[config.mk]
export PLATFORM = sky130hd
export DESIGN_NAME = mar_ir_unit
export DESIGN_NICKNAME = d
export VERILOG_FILES = /design/src/rtl/mar_ir_pkg.sv /design/src/rtl/mar_ir_reg.sv /design/src/rtl/mar_ir_unit.sv
export SDC_FILE = /design/constraint.sdc
export NUM_CORES = 1
export LEC_CHECK = 0
export ABC_CLOCK_PERIOD_IN_PS = 1600
export BUFFER_PORTS_ARGS = -buffer_cell sky130_fd_sc_hd__buf_2
export CAP_MARGIN = 15
export CORE_ASPECT_RATIO = 0.7
export CORE_MARGIN = 8
export CORE_UTILIZATION = 30
export CTS_CLUSTER_DIAMETER = 50
export CTS_CLUSTER_SIZE = 30
export DETAILED_ROUTE_END_ITERATION = 16
export PLACE_DENSITY_LB_ADDON = 0.2
export SYNTH_ARGS = -nofsm -noshare
export SYNTH_HDL_FRONTEND = slang
export SYNTH_SLANG_ARGS = --single-unit
[constraint.sdc]
create_clock -name clk -period 1.6 [get_ports clk]
set_input_delay 0.32 -clock clk [delete_from_list [all_inputs] [get_ports clk]]
set_output_delay 0.32 -clock clk [all_outputs]
set_load 0.1 [all_outputs]
[src/rtl/mar_ir_pkg.sv]
// Shared constants and encodings for the MAR/IR address-path front end.
package mar_ir_pkg;

   localparam int unsigned DEF_DATA_W    = 8;
   localparam int unsigned DEF_OPCODE_W  = 5;
   localparam int unsigned DEF_OPERAND_W = DEF_DATA_W - DEF_OPCODE_W;

   // MAR source select encoding
   typedef enum logic {
      SEL_BUSC = 1'b0,
      SEL_IR   = 1'b1
   } sel_e;

endpackage

[src/rtl/mar_ir_reg.sv]
// Generic enabled register with asynchronous active-low clear.
module mar_ir_reg
   import mar_ir_pkg::*;
#(
   parameter int unsigned W = DEF_DATA_W
) (
   input  logic         clk,
   input  logic         rst,
   input  logic         en,
   input  logic [W-1:0] d,
   output logic [W-1:0] q
);

   always_ff @(posedge clk or negedge rst) begin
      if (!rst) begin
         q <= '0;
      end else if (en) begin
         q <= d;
      end
   end

endmodule

[src/rtl/mar_ir_unit.sv]
// Instruction register and memory address register feeding the address bus.
// Optional MAR auto-increment is enabled by defining MAR_IR_INC_EN.
module mar_ir_unit
   import mar_ir_pkg::*;
#(
   parameter int unsigned DATA_W   = DEF_DATA_W,
   parameter int unsigned OPCODE_W = DEF_OPCODE_W
) (
   input  logic                clk,
   input  logic                rst,
   input  logic                ena_ir,
   input  logic                sel_ir,
   input  logic                hmar,
`ifdef MAR_IR_INC_EN
   input  logic                inc_mar,
`endif
   input  logic [DATA_W-1:0]   busC,
   output logic [OPCODE_W-1:0] opcode,
   output logic [DATA_W-1:0]   bus_dir
);

   localparam int unsigned OPERAND_W = DATA_W - OPCODE_W;

   logic [DATA_W-1:0] ir_q;
   logic [DATA_W-1:0] mar_q;
   logic [DATA_W-1:0] mar_d;
   logic              mar_en;

   // MAR source: the operand comes from the IR value held before this edge
   always_comb begin
      mar_en = hmar;
      mar_d  = busC;
      if (sel_e'(sel_ir) == SEL_IR) begin
         mar_d = DATA_W'(ir_q[OPERAND_W-1:0]);
      end
`ifdef MAR_IR_INC_EN
      if (!hmar && inc_mar) begin
         mar_en = 1'b1;
         mar_d  = mar_q + DATA_W'(1);
      end
`endif
   end

   mar_ir_reg #(.W(DATA_W)) u_ir (
      .clk (clk),
      .rst (rst),
      .en  (ena_ir),
      .d   (busC),
      .q   (ir_q)
   );

   mar_ir_reg #(.W(DATA_W)) u_mar (
      .clk (clk),
      .rst (rst),
      .en  (mar_en),
      .d   (mar_d),
      .q   (mar_q)
   );

   assign opcode  = ir_q[DATA_W-1 -: OPCODE_W];
   assign bus_dir = mar_q;

endmodule

==> qor.log, run 1 <==
INFO  status         run_status=completed
INFO  floorplanning  fp.dieW=75.1um
INFO  logic_synthesis ys_types=10
INFO  power          vdd_ir_drop_max=0.379mV
INFO  clocking       postCtsHoldBufs=1
INFO  clocking       cts_htree_levels=1
INFO  critical_path  cp_arrival=1.11ns
INFO  timing         relSlewSlack=67.2%
INFO  logic_synthesis ys.flop_type=dfrtp_1
INFO  critical_path  timing.setup.critical_path_class=flip-flop to output port
INFO  placement      finalWeightedCongestion=0.647
INFO  timing         final.setup.tns=0ns
INFO  critical_path  path_cells=buf_2
INFO  floorplanning  floorplan.core_area=0.00238mm^2
INFO  clocking       cts_tree=done
INFO  logic_synthesis syn_avg_cell_area=12.9um^2
INFO  floorplanning  ioPinCount=26
INFO  critical_path  crit_fanout=2
INFO  route          drt-pass1-iter-count=4
INFO  route          drt_iter0_drc=16
INFO  critical_path  max_stage_delay=0.44ns
INFO  timing         finalClockSkew=0.000171ns
INFO  worst_hold_path holdCritPathClass=input pin to flip-flop
INFO  timing         finalMaxSlewViolations=0
INFO  placement      place.port_buffers=25
INFO  floorplanning  initial_core_util=30.8%
INFO  logic_synthesis synthDominantCellAreaShare=54.6%
INFO  logic_synthesis synth-edff-count=0
INFO  timing         max_freq=702MHz
INFO  clocking       post_cts_resize_count=0
INFO  logic_synthesis yosys_warnings=0
INFO  critical_path  timing.critical_path.max_delay_family=buffers and inverters
INFO  clocking       cts.repair_timing.setup_buffer_count=0
INFO  cells_and_area area.growth.synth_to_final=18.9%
INFO  timing         final_hold_viol_count=0
INFO  clocking       cts_clock_pin_slew_for_the_worst_setup_and_hold_paths=0.10ns
INFO  timing         final-setup-viol-count=0
INFO  timing         fin_crit_sh=89.1%
INFO  power          cellPowerDensity=1270mW/mm^2
INFO  clocking       clk-insertion-delay-late=0.28ns
INFO  critical_path  rrSetupSlack=0.81ns
INFO  critical_path  worst_path_max_delay_cell=buf_2
INFO  logic_synthesis netlist.top_cell.by_area=dfrtp_1
INFO  global_routing grt_pass1_vias=460
INFO  global_routing grt_overflow_total=0
INFO  floorplanning  die_h=57.4um
INFO  logic_synthesis syn_nets=70
INFO  global_routing antenna_found_initial=0
INFO  flow_run       timing.max_cap.violations=0
INFO  logic_synthesis register_area_share_after_synthesis=54.6%
INFO  floorplanning  die_area=0.00431mm^2
INFO  cells_and_area post_route_cells_drive_above_1_share=47.4%
INFO  logic_synthesis postSynth.asyncResetShare=100%
INFO  route          sum_of_routed_wire_length_over_all_layers=1510um
INFO  critical_path  worst_setup_path_start_kind=flip-flop
INFO  critical_path  cp-end-kind=output port
INFO  logic_synthesis synth.top_cells.by_area=dfrtp_1 55%, mux2_4 16%, buf_4 7.2%
INFO  route          routed_via_density=4.03
INFO  cells_and_area num-nets-final=92
INFO  clocking       cts_root_buffer=clkbuf_4
INFO  critical_path  cp_data_required_time=1.28ns
INFO  timing         timing_worst_slew_pin_value=0.495ns
INFO  route          wire_per_inst=13.5um
INFO  timing         fin_crit=1.43ns
INFO  placement      post-dp-hpwl=1120um
INFO  floorplanning  core.rowCount=15
INFO  logic_synthesis yosys-top-cells-count=16 x dfrtp_1, 8 x mux2_4, 7 x buf_4
INFO  route          final_antenna_net_count=0
INFO  clocking       cts_inserted_buffers=3
INFO  logic_synthesis post-synth-top-count-cell=dfrtp_1
INFO  cells_and_area post-route-util=36.6%
INFO  timing         unrepaired_setup_endpoints_after_global_routing=false
INFO  global_routing grt_max_degree=17
INFO  global_routing first_pass_grt_wire_length=2380um
INFO  route          route.vias.total=451
INFO  route          post-route-drc-count=0
INFO  global_routing global_route.usage.total=7.45%
INFO  logic_synthesis synth_seq_cells=16
INFO  power          power_leakage=0.441nW
INFO  clocking       cts_buffer_depth=2
INFO  critical_path  combined_buffer_and_inverter_count_along_the_critical_path=1
INFO  logic_synthesis netlist_area=733um^2
INFO  logic_synthesis syn-instance-count=57
INFO  clocking       clock_sinks=16
INFO  cells_and_area n_antenna_cell=0
where the power goes:
part | switching [mW] | total, mW | internal, mW
sequential | 0.0204 | 0.464 | 0.443
combinational | 0.298 | 0.376 | 0.0782
clock | 0.130 | 0.268 | 0.138
total | 0.448 | 1.11 | 0.660
through the flow:
stage,power (mW),cells,setup slack [ns],hold WS [ns],cell area (um^2)
3_5_place_dp,0.850,107,0.510,0.263,826
6_report,1.11,112,0.175,0.274,872
2_1_floorplan,0.802,57,0.382,0.0244,733
5_1_grt,1.16,112,0.128,0.260,872
4_1_cts,1.13,112,0.158,0.258,872
3_3_place_gp,0.846,107,0.507,0.260,826
worst paths after layout:
| path | start | to | depth (start not counted) |
|---|---|---|---|
| min in group asynchronous | rst | u_ir.q[3] | 2 |
| max reg2reg | u_ir.q[5] | u_ir.q[5] | 1 |
| min | busC[7] | u_ir.q[7] | 2 |
| min reg2reg | u_mar.q[5] | u_mar.q[5] | 2 |
| max | u_ir.q[5] | opcode[2] | 1 |
| max in group asynchronous | rst | u_ir.q[2] | 2 |
layer usage:
layer	part of all wire, %	routed length (um)	GRT usage [%]	vias up
met5	0	0	0	-
met4	0.53	8	1.67	0
met3	7.1	107	3.67	2
met2	39	595	9.95	16
met1	53	798	10.2	206
li1	-	-	-	227
cell type report:
type / count / area (um^2)
fillers: 251 / 1510
inverters: 5 / 18.8
flip-flops and latches: 16 / 400
well taps: 34 / 42.5
multi-input cells: 27 / 239
clock buffers: 4 / 36.3
repair buffers: 26 / 135
registers in the layout, indices dropped and copies added (netlist names):
name     cells
u_ir.q       8
u_mar.q      8
cell families after synthesis:
group | after synthesis | synth area share, %
AND/OR/NAND/NOR | 8 | 6.66
multiplexers | 11 | 20.5
buffers and inverters | 14 | 12.8
flip-flops | 16 | 54.6
AO/OA/AOI/OAI | 8 | 5.46
cell usage in the layout, fill, tap and decap left out, drive strengths merged:
cell / n
nor2: 3
nand3b: 5
a21oi: 3
o21ai: 5
clkbuf: 4
inv: 5
mux2i: 3
mux2: 8
dlygate4sd3: 1
buf: 25
dfrtp: 16
(Power assumes the default switching activity.)
==> run 2: changes to the inputs <==
- CTS_CLUSTER_SIZE: 30 -> not set
- RECOVER_POWER: not set -> 50
==> qor.log, run 2 (synthesized netlist as in run 1, its figures left out) <==
INFO  critical_path  worstRegToRegCells=1
INFO  flow_run       timing.max_cap.violations=0
INFO  critical_path  combined_buffer_and_inverter_count_along_the_critical_path=1
INFO  critical_path  worst_setup_path_endpoint=opcode[2]
INFO  global_routing global_route.usage.total=7.45%
INFO  timing         timing_worst_slew_pin_value=0.870ns
INFO  cells_and_area n_antenna_cell=0
INFO  clocking       cts.repair_timing.setup_buffer_count=0
INFO  critical_path  worst_setup_path_start_kind=flip-flop
INFO  floorplanning  floorplan.core_area=0.00238mm^2
INFO  route          sum_of_routed_wire_length_over_all_layers=1510um
INFO  critical_path  worst_path_max_delay_cell=buf_2
INFO  critical_path  crit_fanout=2
INFO  timing         finalClockSkew=0.000174ns
INFO  clocking       post_cts_resize_count=0
INFO  timing         max_freq=704MHz
INFO  global_routing grt_pass1_vias=460
INFO  power          power_leakage=0.409nW
INFO  timing         final_hold_viol_count=0
INFO  power          vdd_ir_drop_max=0.370mV
INFO  floorplanning  ioPinCount=26
INFO  critical_path  cp_arrival=1.10ns
INFO  critical_path  rrSetupSlack=0.81ns
INFO  timing         finalMaxSlewViolations=0
INFO  route          post-route-drc-count=0
INFO  floorplanning  die_area=0.00431mm^2
INFO  critical_path  cp-end-kind=output port
INFO  cells_and_area layout_common_cells=24 x buf_2, 16 x dfrtp_1, 7 x mux2_1
INFO  global_routing first_pass_grt_wire_length=2380um
INFO  placement      finalWeightedCongestion=0.647
INFO  global_routing grt_overflow_total=0
INFO  placement      worst_setup_slack_post_dpl=0.510ns
INFO  timing         unrepaired_setup_endpoints_after_global_routing=false
INFO  placement      placed_area=826um^2
INFO  floorplanning  initial_core_util=30.8%
INFO  route          route.vias.total=453
INFO  clocking       cts_root_buffer=clkbuf_4
INFO  critical_path  regToRegStartpoint=u_ir.q[5]
INFO  power          power_switching_share=40.8%
INFO  critical_path  timing.critical_path.max_delay_family=buffers and inverters
INFO  clocking       postCtsHoldBufs=1
INFO  floorplanning  core.rowCount=15
INFO  floorplanning  fp.dieW=75.1um
INFO  power          cellPowerDensity=1290mW/mm^2
INFO  status         run_status=completed
INFO  power          clkPwrFrac=24.7%
INFO  cells_and_area area.growth.synth_to_final=15.2%
INFO  route          drt-pass1-iter-count=4
INFO  route          drt_iter0_drc=14
INFO  route          wire_per_inst=13.5um
INFO  placement      post-dp-hpwl=1120um
INFO  power          power.sequential.fraction=42.5%
INFO  cells_and_area fin_area=845um^2
INFO  clocking       cts_tree=done
INFO  placement      place.port_buffers=25
INFO  timing         finalWorstSetupSlack=0.179ns
INFO  timing         fin_crit_sh=88.8%
INFO  clocking       clk-insertion-delay-late=0.28ns
INFO  cells_and_area post_route_cells_drive_above_1_share=37.2%
INFO  floorplanning  die_h=57.4um
INFO  worst_hold_path holdCritPathClass=input pin to flip-flop
INFO  global_routing grt_max_degree=17
INFO  critical_path  timing.setup.critical_path_class=flip-flop to output port
INFO  timing         final.setup.tns=0ns
INFO  critical_path  r2r_end=u_ir.q[5]
INFO  route          routed_via_density=4.04
INFO  clocking       cts_htree_levels=1
INFO  clocking       cts_buffer_depth=2
INFO  critical_path  cp_data_required_time=1.28ns
INFO  power          intPower=0.643mW
INFO  cells_and_area top_regs=u_ir.q (8), u_mar.q (8)
INFO  global_routing antenna_found_initial=0
INFO  timing         relSlewSlack=42.0%
INFO  cells_and_area post-route-util=35.4%
INFO  clocking       cts_inserted_buffers=3
INFO  clocking       cts_clock_pin_slew_for_the_worst_setup_and_hold_paths=0.10ns
INFO  clocking       clock_sinks=16
INFO  critical_path  max_stage_delay=0.44ns
INFO  timing         fin_crit=1.42ns
INFO  worst_hold_path worstHoldPathCells=2
INFO  power          p_comb_share=32.9%
INFO  critical_path  path_cells=buf_2
INFO  power          p_sw=0.444mW
INFO  cells_and_area mostFrequentLayoutCell=buf_2
INFO  critical_path  startpoint=u_ir.q[5]
INFO  route          final_antenna_net_count=0
INFO  cells_and_area num-nets-final=92
INFO  timing         final-setup-viol-count=0
INFO  critical_path  crit_cells=1
-- run 2: cell types whose count changed in the layout (fill, tap and decap cells not counted), sizes merged --
cell,previous run,this run
clkbuf,4,5
buf,25,24
-- run 2: metrics by stage --
stage | total power [mW] | hold slack [ns] | std cells
after floorplan | 0.802 | 0.0244 | 57
after global placement | 0.846 | 0.260 | 107
after detailed placement | 0.850 | 0.263 | 107
after CTS | 1.13 | 0.258 | 112
after global routing | 1.14 | 0.245 | 112
final | 1.09 | 0.267 | 112
-- run 2: power by group through the flow --
stage	Combinational, mW	Sequential (mW)	Clock [mW]
after global placement	0.377	0.470	0
after CTS	0.380	0.464	0.284
after floorplan	0.192	0.610	0
after detailed placement	0.378	0.471	0
after global routing	0.373	0.467	0.300
final	0.357	0.462	0.268
-- run 2: worst min-delay path by stage --
stage,startpoint,slack [ns],to
floorplan,rst,0.02,u_ir.q[0]
global placement,rst,0.26,u_ir.q[3]
detailed placement,rst,0.26,u_ir.q[7]
CTS,busC[7],0.26,u_ir.q[7]
global route,busC[6],0.24,u_ir.q[6]
finish,busC[6],0.27,u_ir.q[6]
-- run 2: layer usage --
metal | part of all wire [%] | vias up | GRT usage [%]
li1 | - | 225 | -
met1 | 52 | 210 | 10.2
met2 | 41 | 16 | 9.95
met3 | 7.1 | 2 | 3.67
met4 | 0.53 | 0 | 1.67
met5 | 0 | - | 0
-- run 2: final cells by class --
class	count	area (um^2)
sequential	16	400
multi-input combinational	27	213
fill	256	1540
clock buffer	4	36.3
tap	34	42.5
timing repair buffer	26	134
inverter	5	18.8
